## src/rtl/ext_fifo_rx.sv

```systemverilog
// Receive-side external FIFO: buffers the MAC's push-style byte stream and replays it as AXI-Stream.
// The MAC cannot be stalled, so overflowing frames are dropped or closed early as truncated and bad.
module ext_fifo_rx #(
  parameter int DEPTH = 16,
  parameter int AW    = 4
) (
  input  logic       clk,
  input  logic       rst,
  input  logic [7:0] data_i,
  input  logic       wr_i,
  input  logic       sop_i,
  input  logic       eop_i,
  input  logic       err_i,
  input  logic       flush_i,
  output logic       overflow_o,
  output logic [7:0] axis_tdata_o,
  output logic       axis_tvalid_o,
  output logic       axis_tlast_o,
  output logic       axis_tuser_o,
  input  logic       axis_tready_i,
  output logic [15:0] frames_o,
  output logic [15:0] drops_o
);

  typedef enum logic [1:0] {IDLE, RECV, DROP} state_t;

  localparam logic [AW:0] FULL_LVL = (AW+1)'(DEPTH - 1);

  logic [9:0]    mem [DEPTH];
  logic [AW-1:0] wr_ptr, rd_ptr;
  logic [AW:0]   count;
  state_t        state, state_nxt;

  logic       full, pop, push;
  logic [9:0] push_word;
  logic       ovf_set, good_inc, drop_inc;
  logic [9:0] head;

  // The top slot is held back so a frame cut short by overflow can still be closed with tlast.
  assign full = (count >= FULL_LVL);
  assign pop  = axis_tvalid_o & axis_tready_i;

  always_comb begin
    // NOTE: every signal gets a default before the case so no path leaves it unassigned (no latch).
    push      = 1'b0;
    push_word = {2'b00, data_i};
    ovf_set   = 1'b0;
    good_inc  = 1'b0;
    drop_inc  = 1'b0;
    state_nxt = state;
    if (wr_i) begin
      unique case (state)
        IDLE: begin
          if (sop_i) begin
            if (!full) begin
              push      = 1'b1;
              push_word = {err_i & eop_i, eop_i, data_i};
              if (eop_i) begin
                good_inc = ~err_i;
                drop_inc = err_i;
              end else begin
                state_nxt = RECV;
              end
            end else begin
              ovf_set   = 1'b1;
              drop_inc  = 1'b1;
              state_nxt = eop_i ? IDLE : DROP;
            end
          end
        end
        RECV: begin
          push = 1'b1;
          if (eop_i) begin
            push_word = {err_i, 1'b1, data_i};
            good_inc  = ~err_i;
            drop_inc  = err_i;
            state_nxt = IDLE;
          end else if (full) begin
            push_word = {2'b11, data_i};
            ovf_set   = 1'b1;
            drop_inc  = 1'b1;
            state_nxt = DROP;
          end else if (sop_i) begin
            // A new SOP without EOP: close the old frame as bad and skip the new one.
            push_word = {2'b11, data_i};
            drop_inc  = 1'b1;
            state_nxt = DROP;
          end
        end
        DROP: begin
          if (eop_i) state_nxt = IDLE;
        end
        default: state_nxt = IDLE;
      endcase
    end
  end

  // NOTE: the storage array has no reset; only pointers and count define which entries are live.
  always_ff @(posedge clk) begin
    if (!rst && !flush_i && push) mem[wr_ptr] <= push_word;
  end

  always_ff @(posedge clk) begin
    // NOTE: all state here uses non-blocking assignments so every register sees pre-edge values.
    if (rst) begin
      wr_ptr     <= '0;
      rd_ptr     <= '0;
      count      <= '0;
      state      <= IDLE;
      overflow_o <= 1'b0;
      frames_o   <= '0;
      drops_o    <= '0;
    end else if (flush_i) begin
      rd_ptr     <= wr_ptr;
      count      <= '0;
      state      <= IDLE;
      overflow_o <= 1'b0;
    end else begin
      if (push) wr_ptr <= wr_ptr + 1'b1;
      if (pop)  rd_ptr <= rd_ptr + 1'b1;
      unique case ({push, pop})
        2'b10:   count <= count + 1'b1;
        2'b01:   count <= count - 1'b1;
        default: count <= count;
      endcase
      state      <= state_nxt;
      overflow_o <= ovf_set;
      if (good_inc && frames_o != 16'hFFFF) frames_o <= frames_o + 1'b1;
      if (drop_inc && drops_o  != 16'hFFFF) drops_o  <= drops_o + 1'b1;
    end
  end

  assign axis_tvalid_o = (count != '0);
  assign head          = axis_tvalid_o ? mem[rd_ptr] : '0;
  assign axis_tdata_o  = head[7:0];
  assign axis_tlast_o  = head[8];
  assign axis_tuser_o  = head[9];

endmodule

```

## config.mk

```make
export PLATFORM = sky130hd
export DESIGN_NAME = ext_fifo_rx
export DESIGN_NICKNAME = d
export VERILOG_FILES = /design/src/rtl/ext_fifo_rx.sv
export SDC_FILE = /design/constraint.sdc
export NUM_CORES = 1
export LEC_CHECK = 0
export ABC_CLOCK_PERIOD_IN_PS = 4900
export CAP_MARGIN = 40
export CELL_PAD_IN_SITES_DETAIL_PLACEMENT = 2
export CELL_PAD_IN_SITES_GLOBAL_PLACEMENT = 2
export CORE_ASPECT_RATIO = 2
export CORE_MARGIN = 2
export CORE_UTILIZATION = 46
export CTS_CLUSTER_DIAMETER = 60
export DETAILED_ROUTE_END_ITERATION = 6
export PLACE_DENSITY = 0.87
export SLEW_MARGIN = 20
export SYNTH_ARGS = -nofsm -noshare
export SYNTH_HDL_FRONTEND = slang
export SYNTH_SLANG_ARGS = --single-unit
```

## constraint.sdc

```tcl
create_clock -name clk -period 4.9 [get_ports clk]
set_input_delay 0.735 -clock clk [delete_from_list [all_inputs] [get_ports clk]]
set_output_delay 0.735 -clock clk [all_outputs]
set_load 0.03 [all_outputs]
```

==> flow_summary.toml <==
[worst_hold_path]
min_path_type = "reg -> reg"

[clock_network]
h-tree-depth = 1
numCtsBuffers = 20
ctsLongestPathBuffers = 3
cts.reportedPaths.clkPinSlew_ns = 0.07
clock_sink_count = 212
cts.hold.buffers_added = 0
cts_tree = "yes"
postCtsSetupRepairBufs = 0
root_buffer = "sky130_fd_sc_hd__clkbuf_16"
clock_insertion_delay_worst_skew_ns = 0.49
cells_resized_by_post_cts_repair = 0

[sta]
hold_viol_final = 0
slew-limit-headroom_pct = 45.32
rsz0062_at_grt = "no"
final.setup_skew_ns = 0.01089
fin_crit_sh_pct = 84.45
post-route-min-period_ns = 4.138
fmaxAchievable_ghz = 0.2417
setup_violations_final = 0
slew_viol_final = 0
fin_tns_setup_ns = 0
worst-slew-pin-transition_ns = 0.8171

[yosys]
syn_area_sq_mm = 0.008961
synth-seq-cells = 212
synth.yosys.seq_area_share_pct = 65.23
yosys.cell_types.count = 56
synth_nets = 618
synth_enable_flop_cells = 160
ys.flop_type = "sky130_fd_sc_hd__edfxtp_1"
share_of_async_settable_or_async_resettable_flops_after_synthesis_pct = 0
average_cell_area_after_synthesis_sq_um = 15.16
post_synth_inst_count = 591
yosys_warnings = 0

[pwr]
sequentialPowerShare_pct = 52.2
leakagePower_nw = 3.346
netSwitchingPower_w = 0.0007714
max_ir_drop_vdd_v = 0.0002472
comb_power_share_pct = 5.2
swShare_pct = 20.71
power.share.clock_pct = 42.6
pwr_density_cell_mw_per_mm2 = 351.8
internal_power_w = 0.002954

[route]
drt_drc_violations_left = 0
detail_route.vias_per_cell = 5.868
route.vias.total = 5487
wl_per_cell_um = 27.24
detail_route.wirelength_um = 25470
detailedRoute.firstIterationViolations = 298
dr.pass1.iters = 4
ant_nets = 0

[global_routing]
largest_net_degree_at_the_start_of_global_routing = 48
antenna_found_initial = 0
grt.overflow.total = 0
grt_pass1_wl_um = 38760
grtUsageMet3_pct = 2.675
grt.met2_usage_pct = 48.37
overall_global_routing_usage_pct = 25.25
number_of_global_route_vias_before_repair = 6297
most_congested_layer_reported_by_global_routing = "met2"
use_met1_pct = 28.93

[critical_path]
cpMostUsedCell = "sky130_fd_sc_hd__mux4_2"
critPathKind = "reg -> out"
critical_path_buf_inv_count = 2
critical_path.slowest_cell = "sky130_fd_sc_hd__clkdlybuf4s50_1"
critical_path_arrival_ns = 3.40
setup.worst_path.start_class = "register"
crit_required_ns = 4.16
critical_path_sink_type = "primary output"
critPathTopFamily = "multiplexers"
worstPathMaxFanout = 20
cp_slowest_stage_delay_ns = 0.64
crit_path_cell_trace = "buf_4 -> mux4_2 -> mux4_2 -> nor2b_1 -> clkdlybuf4s50_1"

[run_status]
run_status = "finished, final reports clean"

[placement]
placed_area_sq_mm = 0.009903
buffer_ports.inserted = 59
dp_hpwl_um = 17260
gp_congestion = 0.7899

[die]
coreArea_sq_mm = 0.01919
die_area_sq_mm = 0.02068
design.portCount = 60
std_cell_rows = 72
floorplan.initialDensity_pct = 46.70
die_h_um = 201.4
die_w_um = 102.7

[final_layout]
nFillCells = 1730
finish.instance_area_sq_mm = 0.01059
drive_gt1_share_pct = 16.72
syn_to_final_growth_pct = 18.18
end_of_flow_core_utilization_pct = 55.19
finalNetCount = 689
number_of_antenna_repair_diodes = 0

[flow_run]
drv.max_cap_violation_count = 0
metrics by stage:
stage,hold slack [ns],total power (W),setup slack [ns],std cells
4_1_cts,0.5218,0.003765,0.6710,934
3_3_place_gp,0.4749,0.002161,1.136,897
5_1_grt,0.5565,0.003828,0.5801,935
2_1_floorplan,0.4895,0.002099,1.930,591
3_5_place_dp,0.5102,0.002176,0.9307,898
6_report,0.5194,0.003725,0.7620,935
sequential cells by signal, indices dropped and copies added, names as in the netlist, named ones only:
name and count:
count 5, mem 160, wr_ptr 4, state 2, overflow_o 1, drops_o 16, frames_o 16, rd_ptr 4
layout make-up:
type                            instances  area [sq um]  share of cell area (%)
Inverter                               12         45.04                  0.4253
Sequential cell                       212          5847                   55.21
Timing Repair Buffer                   81         763.2                   7.207
Clock inverter                          7         86.33                  0.8152
Clock buffer                           29         585.6                   5.529
Tap cell                              259         324.1                   3.060
Multi-Input combinational cell        335          2939                   27.75
cells in the mapped netlist, drive strengths merged, types with 2 or more instances:
| library cell | instances | area (sq um) |
|---|---|---|
| o31ai | 14 | 105.1 |
| a211oi | 3 | 22.52 |
| edfxtp | 160 | 4805 |
| nand4 | 8 | 50.05 |
| a311oi | 2 | 17.52 |
| nand2b | 6 | 37.54 |
| nor4 | 3 | 18.77 |
| xor2 | 5 | 43.79 |
| buf | 10 | 47.55 |
| o22ai | 2 | 12.51 |
| nor3 | 8 | 40.04 |
| and2 | 4 | 25.02 |
| and3 | 3 | 18.77 |
| nor2b | 19 | 118.9 |
| or4 | 16 | 120.1 |
| mux2i | 2 | 20.02 |
| xnor2 | 7 | 61.31 |
| a41o | 2 | 20.02 |
| inv | 12 | 45.04 |
| o211ai | 3 | 22.52 |
| nand2 | 24 | 90.09 |
| mux4 | 50 | 1126 |
| mux2 | 5 | 56.30 |
| o21ai | 17 | 85.08 |
| and3b | 2 | 17.52 |
| or3 | 10 | 62.56 |
| nor2 | 37 | 138.9 |
| ha | 11 | 137.6 |
| dfxtp | 52 | 1041 |
| nand3 | 16 | 85.08 |
| a21oi | 31 | 155.2 |
| clkbuf | 22 | 83.83 |
| a31oi | 2 | 12.51 |
| and4 | 5 | 43.79 |
worst paths after layout:
path / cells past startpoint / from / slack (ns) / to
max: 5 / register / 0.76 / axis_tdata_o[3]
min: 2 / frames_o[9] / 0.52 / frames_o[9]
max reg2reg: 11 / count[1] / 1.34 / count[4]
min reg2reg: 2 / frames_o[9] / 0.52 / frames_o[9]
cells by family after synthesis:
kind of cell    count (synthesis)  synth area share (%)
compound gates                 88                 6.269
flops                         212                 65.23
buf+inv                        44                 1.969
simple gates                  167                 10.40
xor+xnor                       12                 1.173
mux                            57                 13.42
fa+ha+maj                      11                 1.536
cell usage in the layout (no fill, tap or decap), types with 2 or more instances in the layout:
cell / n
sky130_fd_sc_hd__a211oi_1: 3
sky130_fd_sc_hd__and3_1: 3
sky130_fd_sc_hd__and3b_1: 2
sky130_fd_sc_hd__and2_1: 4
sky130_fd_sc_hd__nand2b_1: 6
sky130_fd_sc_hd__o211ai_1: 3
sky130_fd_sc_hd__nand2_1: 24
sky130_fd_sc_hd__a311oi_1: 2
sky130_fd_sc_hd__nor4_1: 3
sky130_fd_sc_hd__clkbuf_8: 3
sky130_fd_sc_hd__edfxtp_1: 160
sky130_fd_sc_hd__inv_1: 12
sky130_fd_sc_hd__nand4_1: 8
sky130_fd_sc_hd__o31ai_1: 14
sky130_fd_sc_hd__a41o_1: 2
sky130_fd_sc_hd__buf_4: 21
sky130_fd_sc_hd__or3_1: 10
sky130_fd_sc_hd__a31oi_1: 2
sky130_fd_sc_hd__nor2_1: 37
sky130_fd_sc_hd__mux2_2: 5
sky130_fd_sc_hd__xnor2_1: 7
sky130_fd_sc_hd__ha_1: 11
sky130_fd_sc_hd__nor2b_1: 19
sky130_fd_sc_hd__mux4_2: 50
sky130_fd_sc_hd__clkbuf_1: 5
sky130_fd_sc_hd__and4_1: 5
sky130_fd_sc_hd__or4_1: 16
sky130_fd_sc_hd__nor3_1: 8
sky130_fd_sc_hd__clkdlybuf4s50_1: 59
sky130_fd_sc_hd__o22ai_1: 2
sky130_fd_sc_hd__xor2_1: 5
sky130_fd_sc_hd__a21oi_1: 31
sky130_fd_sc_hd__bufinv_16: 2
sky130_fd_sc_hd__o21ai_0: 16
sky130_fd_sc_hd__nand3_1: 15
sky130_fd_sc_hd__clkbuf_16: 21
sky130_fd_sc_hd__mux2i_1: 2
sky130_fd_sc_hd__clkinv_2: 3
sky130_fd_sc_hd__dfxtp_1: 51
metal layers:
metal,part of all wire [%],wire [um],up-vias
met5,0,0,-
met4,2.2,557,0
met3,3.5,888,29
met2,58,14830,124
met1,36,9190,2865
li1,-,-,2469
power groups by stage:
stage               Combinational, W  Clock (W)  Sequential (W)
floorplan                   0.000122          0         0.00198
detailed placement          0.000192          0         0.00198
global route                0.000209    0.00167         0.00194
CTS                         0.000194    0.00163         0.00194
global placement            0.000179          0         0.00198
finish                      0.000192    0.00159         0.00194
worst reg2reg max path, delay by kind of cell (launching register included):
family          cells  cell delay [ns]
compound gates      5             1.15
xor+xnor            1             0.19
flops               1             0.43
buf+inv             1             0.18
simple gates        2             0.96
fa+ha+maj           2             0.59
(Power assumes the default switching activity.)
